$ cat src/rtl/line_burst_adaptor.sv
// line_burst_adaptor: splits 256-bit cache line fills/writebacks into 4-beat 64-bit memory bursts
module line_burst_adaptor #(
  parameter int s_line  = 256,
  parameter int s_burst = 64
) (
  input  logic               clk,
  input  logic               rst,
  input  logic [s_line-1:0]  line_i,
  output logic [s_line-1:0]  line_o,
  input  logic [31:0]        address_i,
  input  logic               read_i,
  input  logic               write_i,
  output logic               resp_o,
  input  logic [s_burst-1:0] burst_i,
  output logic [s_burst-1:0] burst_o,
  output logic [31:0]        address_o,
  output logic               read_o,
  output logic               write_o,
  input  logic               resp_i
);
  typedef enum logic [2:0] {IDLE, RD, RD_DONE, WR, WR_DONE} state_t;
  state_t            state;
  logic [1:0]        cnt;
  logic [1:0]        cnt_n;
  logic [s_line-1:0] wbuf;
  assign cnt_n = cnt + 2'd1;
  always_ff @(posedge clk or negedge rst) begin
    if (!rst) begin
      state     <= IDLE;
      cnt       <= 2'd0;
      wbuf      <= '0;
      line_o    <= '0;
      burst_o   <= '0;
      address_o <= '0;
      read_o    <= 1'b0;
      write_o   <= 1'b0;
      resp_o    <= 1'b0;
    end else begin
      case (state)
        IDLE: begin
          cnt <= 2'd0;
          if (write_i) begin
            wbuf      <= line_i;
            burst_o   <= line_i[s_burst-1:0];
            address_o <= {address_i[31:5], 5'b0};
            write_o   <= 1'b1;
            state     <= WR;
          end else if (read_i) begin
            address_o <= {address_i[31:5], 5'b0};
            read_o    <= 1'b1;
            state     <= RD;
          end
        end
        RD: if (resp_i) begin
          line_o[s_burst*cnt +: s_burst] <= burst_i;
          cnt <= cnt_n;
          if (cnt == 2'd3) begin
            read_o <= 1'b0;
            resp_o <= 1'b1;
            state  <= RD_DONE;
          end
        end
        // next beat is preloaded so burst_o is valid as soon as the previous beat is taken
        WR: if (resp_i) begin
          burst_o <= wbuf[s_burst*cnt_n +: s_burst];
          cnt     <= cnt_n;
          if (cnt == 2'd3) begin
            write_o <= 1'b0;
            resp_o  <= 1'b1;
            state   <= WR_DONE;
          end
        end
        RD_DONE, WR_DONE: begin
          resp_o <= 1'b0;
          state  <= IDLE;
        end
        default: state <= IDLE;
      endcase
    end
  end
endmodule

$ cat config.mk
export PLATFORM = sky130hd
export DESIGN_NAME = line_burst_adaptor
export DESIGN_NICKNAME = d
export VERILOG_FILES = /design/src/rtl/line_burst_adaptor.sv
export SDC_FILE = /design/constraint.sdc
export NUM_CORES = 1
export LEC_CHECK = 0
export CAP_MARGIN = 20
export CORE_AREA = 4 4 275 277
export CTS_BUF_LIST = sky130_fd_sc_hd__clkbuf_8
export DETAILED_ROUTE_END_ITERATION = 8
export DIE_AREA = 0 0 279 281
export PLACE_DENSITY = 0.61
export REMOVE_ABC_BUFFERS = 1
export SYNTH_ARGS = -nofsm -noshare
export SYNTH_HDL_FRONTEND = slang
export SYNTH_SLANG_ARGS = --single-unit
$ cat constraint.sdc
create_clock -name clk -period 3.9 [get_ports clk]
set_input_delay 0.78 -clock clk [delete_from_list [all_inputs] [get_ports clk]]
set_output_delay 0.78 -clock clk [all_outputs]
set_load 0.05 [all_outputs]
# [After elaboration in Yosys (flattened, before gate mapping)]
# Index checks and enable logic that the tools add are counted.
[op_classes] reduce_logical=17 shifts=3 n_mux=25 n_eq_ne=15 addsub=2
[op_table] operator="$bwmux W256" count=1
[op_table] operator="$shift A64 B34 Y256 const A" count=1
[op_table] operator="$shiftx A256 B9 Y64" count=1
[op_table] operator="$shiftx A64 B34 Y256" count=1
[op_table] operator="$mux W64" count=2
[op_table] operator="$pmux W64 S2" count=1
[op_table] operator="$mux W32" count=2
[op_table] operator="$neg A8 Y34" count=1
[op_table] operator="$mux W3" count=6
[op_table] operator="$ne A2 B2 Y1 const B" count=7
[op_table] operator="$reduce_and A5 Y1" count=2
[op_table] operator="$reduce_bool A2 Y1" count=5
[op_table] operator="$pmux W3 S3" count=1
[op_table] operator="$reduce_and A2 Y1" count=4
[op_table] operator="$mux W1" count=7
[op_table] operator="$eq A3 B2 Y1 const B" count=2
[op_table] operator="$pmux W1 S2" count=3
[op_table] operator="$reduce_and A3 Y1" count=2
[op_table] operator="$ne A2 B1 Y1 const B" count=2
[op_table] operator="$pmux W2 S2" count=1
[op_table] operator="$reduce_and A4 Y1" count=1
[op_table] operator="$reduce_or A2 Y1" count=2
[op_table] operator="$eq A3 B1 Y1 const B" count=1
[op_table] operator="$eq A3 B3 Y1 const B" count=1
[op_table] operator="5 further kinds" count=5
[totals] wordCells=71 register_bits=616 input_bits=357 output_inout_bits=355

# [Logic depth before layout (Yosys ltp)]
[logic_depth] word_depth=4 mapped_depth=11 mapped_depth_nobuf=5

# [Worst setup path before layout]
# OpenSTA, ideal clock, no wires.
[synth_path] path_kind="flip-flop to flip-flop" from="register cnt[0]" to="register burst_o[56]" period_less_slack_ns=2.593 stages_incl_launch_ff=11 t_arrival_ns=2.467 required_ns=3.774 path_buffers=5 path_slack_ns=1.307 setup_ns=0.126 path_cell_list="dfrtp_1 -> clkbuf_1 -> buf_2 -> inv_1 -> ha_1 -> buf_2 -> buf_2 -> buf_2 -> mux4_2 -> and2_1 -> a221o_1"
[synth_via] elab_chain_cells=4
[synth_rtl] element="start, declared" line="23" source="logic [1:0] cnt;"
[synth_rtl] element="start signal, assigned" line="56" source="cnt <= cnt_n;"
[synth_rtl] element="start signal, assigned" line="66" source="cnt <= cnt_n;"
[synth_rtl] element="$add A2 B1 Y2" line="26" source="assign cnt_n = cnt + 2'd1;"
[synth_rtl] element="$shiftx A256 B9 Y64" line="65" source="burst_o <= wbuf[s_burst*cnt_n +: s_burst];"
[synth_rtl] element="$mux W64" line="64" source="WR: if (resp_i) begin"
[synth_rtl] element="$pmux W64 S2" line="39" source="case (state)"
[synth_rtl] element="end signal, assigned" line="44" source="burst_o <= line_i[s_burst-1:0];"
[synth_rtl] element="end signal, assigned" line="65"
[synth_rtl] element="end, declared" line="15" source="output logic [s_burst-1:0] burst_o,"
# No other way between the ends. The select of a mux whose other input is x is not followed.
# A chain may end at the register's enable or synchronous reset.

# [Worst setup path after layout]
[layout_path] from="register cnt[1]" to="register line_o[78]"
[layout_via] elab_chain_cells=3 word_cells_on_any_way=4
[layout_rtl] element="$neg A8 Y34 (*)" line="55" source="line_o[s_burst*cnt +: s_burst] <= burst_i;"
[layout_rtl] element="$shiftx A64 B34 Y256 / $shift A64 B34 Y256 (equally long branches)" line="55"
[layout_rtl] element="$bwmux W256 (*)" line="55"
[layout_rtl] element="end signal, assigned by index" line="55"
[layout_rtl] element="end, declared" line="9" source="output logic [s_line-1:0] line_o,"
# Mark *: on every way between the ends. The rest lies on a longest branch, timed or not.

==> results by group <==
Outcome
  • Status: completed

Routing
  • Final ANT Viol Nets: 0
  • DRC: 0
  • Drt wl/cell: 24.0 um
  • Vias per std cell: 5.27
  • Via count: 20200
  • Total wire length: 91700 um
  • Drt pass-1 iters: 5
  • Initial DRC Count: 1488

Layout
  • Share of cells above drive strength 1: 19.9%
  • Most common cell after layout, fill and taps aside: clkdlybuf4s50_1
  • Register area: 15300 um2
  • Nets: 3138
  • Multi-input gate area: 9010 um2
  • Area growth syn-to-layout: 39.6%
  • FILL cells: 6313
  • Most frequent cells in the layout: 700 x clkdlybuf4s50_1, 610 x dfrtp_1, 302 x inv_1
  • Finished Layout Cells: 3822

Clock tree
  • Max clock buf depth: 3
  • Setup repair bufs after CTS: 0
  • CTS Hold Bufs: 0
  • Cts bufs inserted: 105
  • Worst skew pair latency: 0.71 ns
  • # clock sinks: 611
  • # H-tree levels: 3
  • CTS tree: built
  • Clock root buffer: clkbuf_8
  • Cts repair resizes: 0
  • Clock-pin slew on the worst setup and hold paths: 0.06 ns

STA
  • Worst-margin pin slew: 1.03 ns
  • Final hold violations: 0
  • Crit path time final: 2.98 ns
  • Hold_ws: 0.132 ns
  • Final clock skew: 0.0357 ns
  • Final setup vio count: 0
  • Final slew viol count: 0
  • RSZ-0062 raised after global routing: no
  • Total negative slack: 0 ns
  • Rel. slew slack: 31.3%
  • Final period util: 76.5%
  • Fmax: 335 MHz

Critical path
  • Worst R2R Setup Slack: 0.92 ns
  • CP Launch Point: cnt[1]
  • Worst setup path endpoint: line_o[78]
  • Worst path slowest cell: nor4bb_4
  • Worst reg2reg path depth: 6
  • Worst reg2reg startpoint: cnt[1]
  • R2R Path End: line_o[78]
  • CP Cell Sequence: inv_1 -> ha_4 -> nor4bb_4 -> buf_4 -> nand4_1 -> o21ai_0
  • Crit Path Max Fanout: 25
  • WS Path Type: reg2reg
  • WP data required: 4.49 ns
  • CP peak stage delay: 0.98 ns
  • Arr. time, crit path: 3.57 ns
  • Worst setup SP type: flop
  • Setup crit end kind: flop

Logic synthesis
  • Top cell type's share of synthesized area: 58.8%
  • Ys Warns: 0
  • Mapped Area: 26000 um2
  • Synth area leader: dfrtp_1
  • Top post-synthesis cells by area: dfrtp_1 59%, mux2_2 12%, nand4_1 6.2%
  • Syn_area_per_cell: 12.4 um2
  • Cells after Synth: 2091
  • Post-synthesis sequential area ratio: 58.8%
  • Number of library cell types mapped by synthesis: 38
  • Yosys reg bits: 611

Place
  • Placed Instances: 3627
  • IO buf count: 701
  • DP HPWL: 61400 um
  • GPL Wtd Cong: 0.860

Floorplanning
  • Top-Level Pins: 712
  • Die width: 279 um
  • Die outline area: 78400 um2
  • Initial Util: 35.7%
  • Die Y-Extent: 281 um
  • Rows: 99
  • Core box area: 72800 um2

Power
  • Power Density: 930 nW/um2
  • Power Total: 0.0338 W
  • Leakage: 15.0 nW
  • VDD IR max: 0.604 mV

Job
  • Max_cap viols: 0

Global route
  • GRT overflow: 0
  • Largest net degree at the start of global routing: 151
  • Number of global-route vias before repair: 21600
  • GRT Total Usage: 22.8%
  • Antenna violations before repair: 23
  • First-pass GRT wire length: 138000 um

Min path
  • Tightest Hold Check Type: in2async
==> cell usage after synthesis, drive strengths merged <==
cell type  number
a21oi           1
a221o          64
a22o            3
a31o            1
a32o            1
and2           69
and3            1
and3b           1
and4b           1
buf            95
clkbuf         92
conb            1
dfrtp         611
ha              6
inv           262
mux2          283
mux2i           1
mux4           64
nand2           2
nand2b          1
nand3           1
nand4         256
nor2            3
nor2b           1
nor3            1
nor3b           2
nor4b           3
nor4bb          2
o21a            1
o21ai         258
o21bai          1
o22ai           1
xnor2           1
==> flip-flops by register name, summed over array words and instances, names as in the netlist <==
name       flops
write_o        1
line_o       256
read_o         1
address_o     27
wbuf         256
resp_o         1
cnt            2
state          3
burst_o       64
==> final cells by class <==
| cell class | count | share of cell area, % |
|---|---|---|
| well taps | 959 | 3.30 |
| multi-input cells | 1035 | 24.8 |
| inverters | 262 | 2.71 |
| diodes | 13 | 0.0896 |
| flip-flops and latches | 611 | 42.1 |
| clock buffers | 130 | 4.93 |
| clock inverters | 52 | 0.868 |
| repair buffers | 760 | 21.2 |
==> metal layers <==
metal	up-vias	global-route usage [%]	part of all wire, %
met5	-	0	0.14
met4	22	7.72	2.9
met3	162	9.21	11
met2	917	36.6	47
met1	10200	28.3	39
li1	8836	-	-
==> logic make-up after synthesis <==
group / count (synthesis) / share of synthesized area (%)
AOI/OAI and AO/OA: 331 / 7.70
xor gates and xnor gates: 1 / 0.0337
adders and majority gates: 6 / 0.289
buffers and inverters: 449 / 6.94
DFF: 611 / 58.8
muxes: 348 / 17.8
other: 1 / 0.0144
and+or+nand+nor: 344 / 8.39
==> report_power, final <==
part           total, W  internal (W)  leakage, nW  switching [W]
Combinational    0.0170       0.00654         6.15         0.0105
Sequential       0.0109       0.00924         7.64        0.00166
Clock           0.00583       0.00314         1.23        0.00269
==> critical path: cells and delay by family (launching register included) <==
family	cells	cell delay (ns)
buffers and inverters	2	0.57
flip-flops	1	0.46
AO/OA/AOI/OAI	1	0.14
adder cells (fa/ha/maj)	1	0.61
AND/OR/NAND/NOR	2	1.10
==> how the worst min path moves through the flow <==
stage	startpoint	depth (start not counted)	slack [ns]	to
final	rst	1	0.13	burst_o[12]
after global routing	rst	1	0.11	burst_o[12]
after CTS	rst	1	0.06	wbuf[124]
after detailed placement	wbuf[214]	1	0.49	wbuf[214]
after global placement	wbuf[180]	1	0.48	wbuf[180]
after floorplan	rst	0	0.48	address_o[10]
==> metrics by stage <==
step	instance area [um2]	setup WS [ns]	utilization, %
after global placement	34200	0.729	46.9
final	36300	0.916	49.9
after floorplan	25200	-16.73	-
after global routing	36300	0.659	49.8
after detailed placement	34200	0.649	46.9
after CTS	36300	0.788	49.8
(Power assumes the default switching activity.)
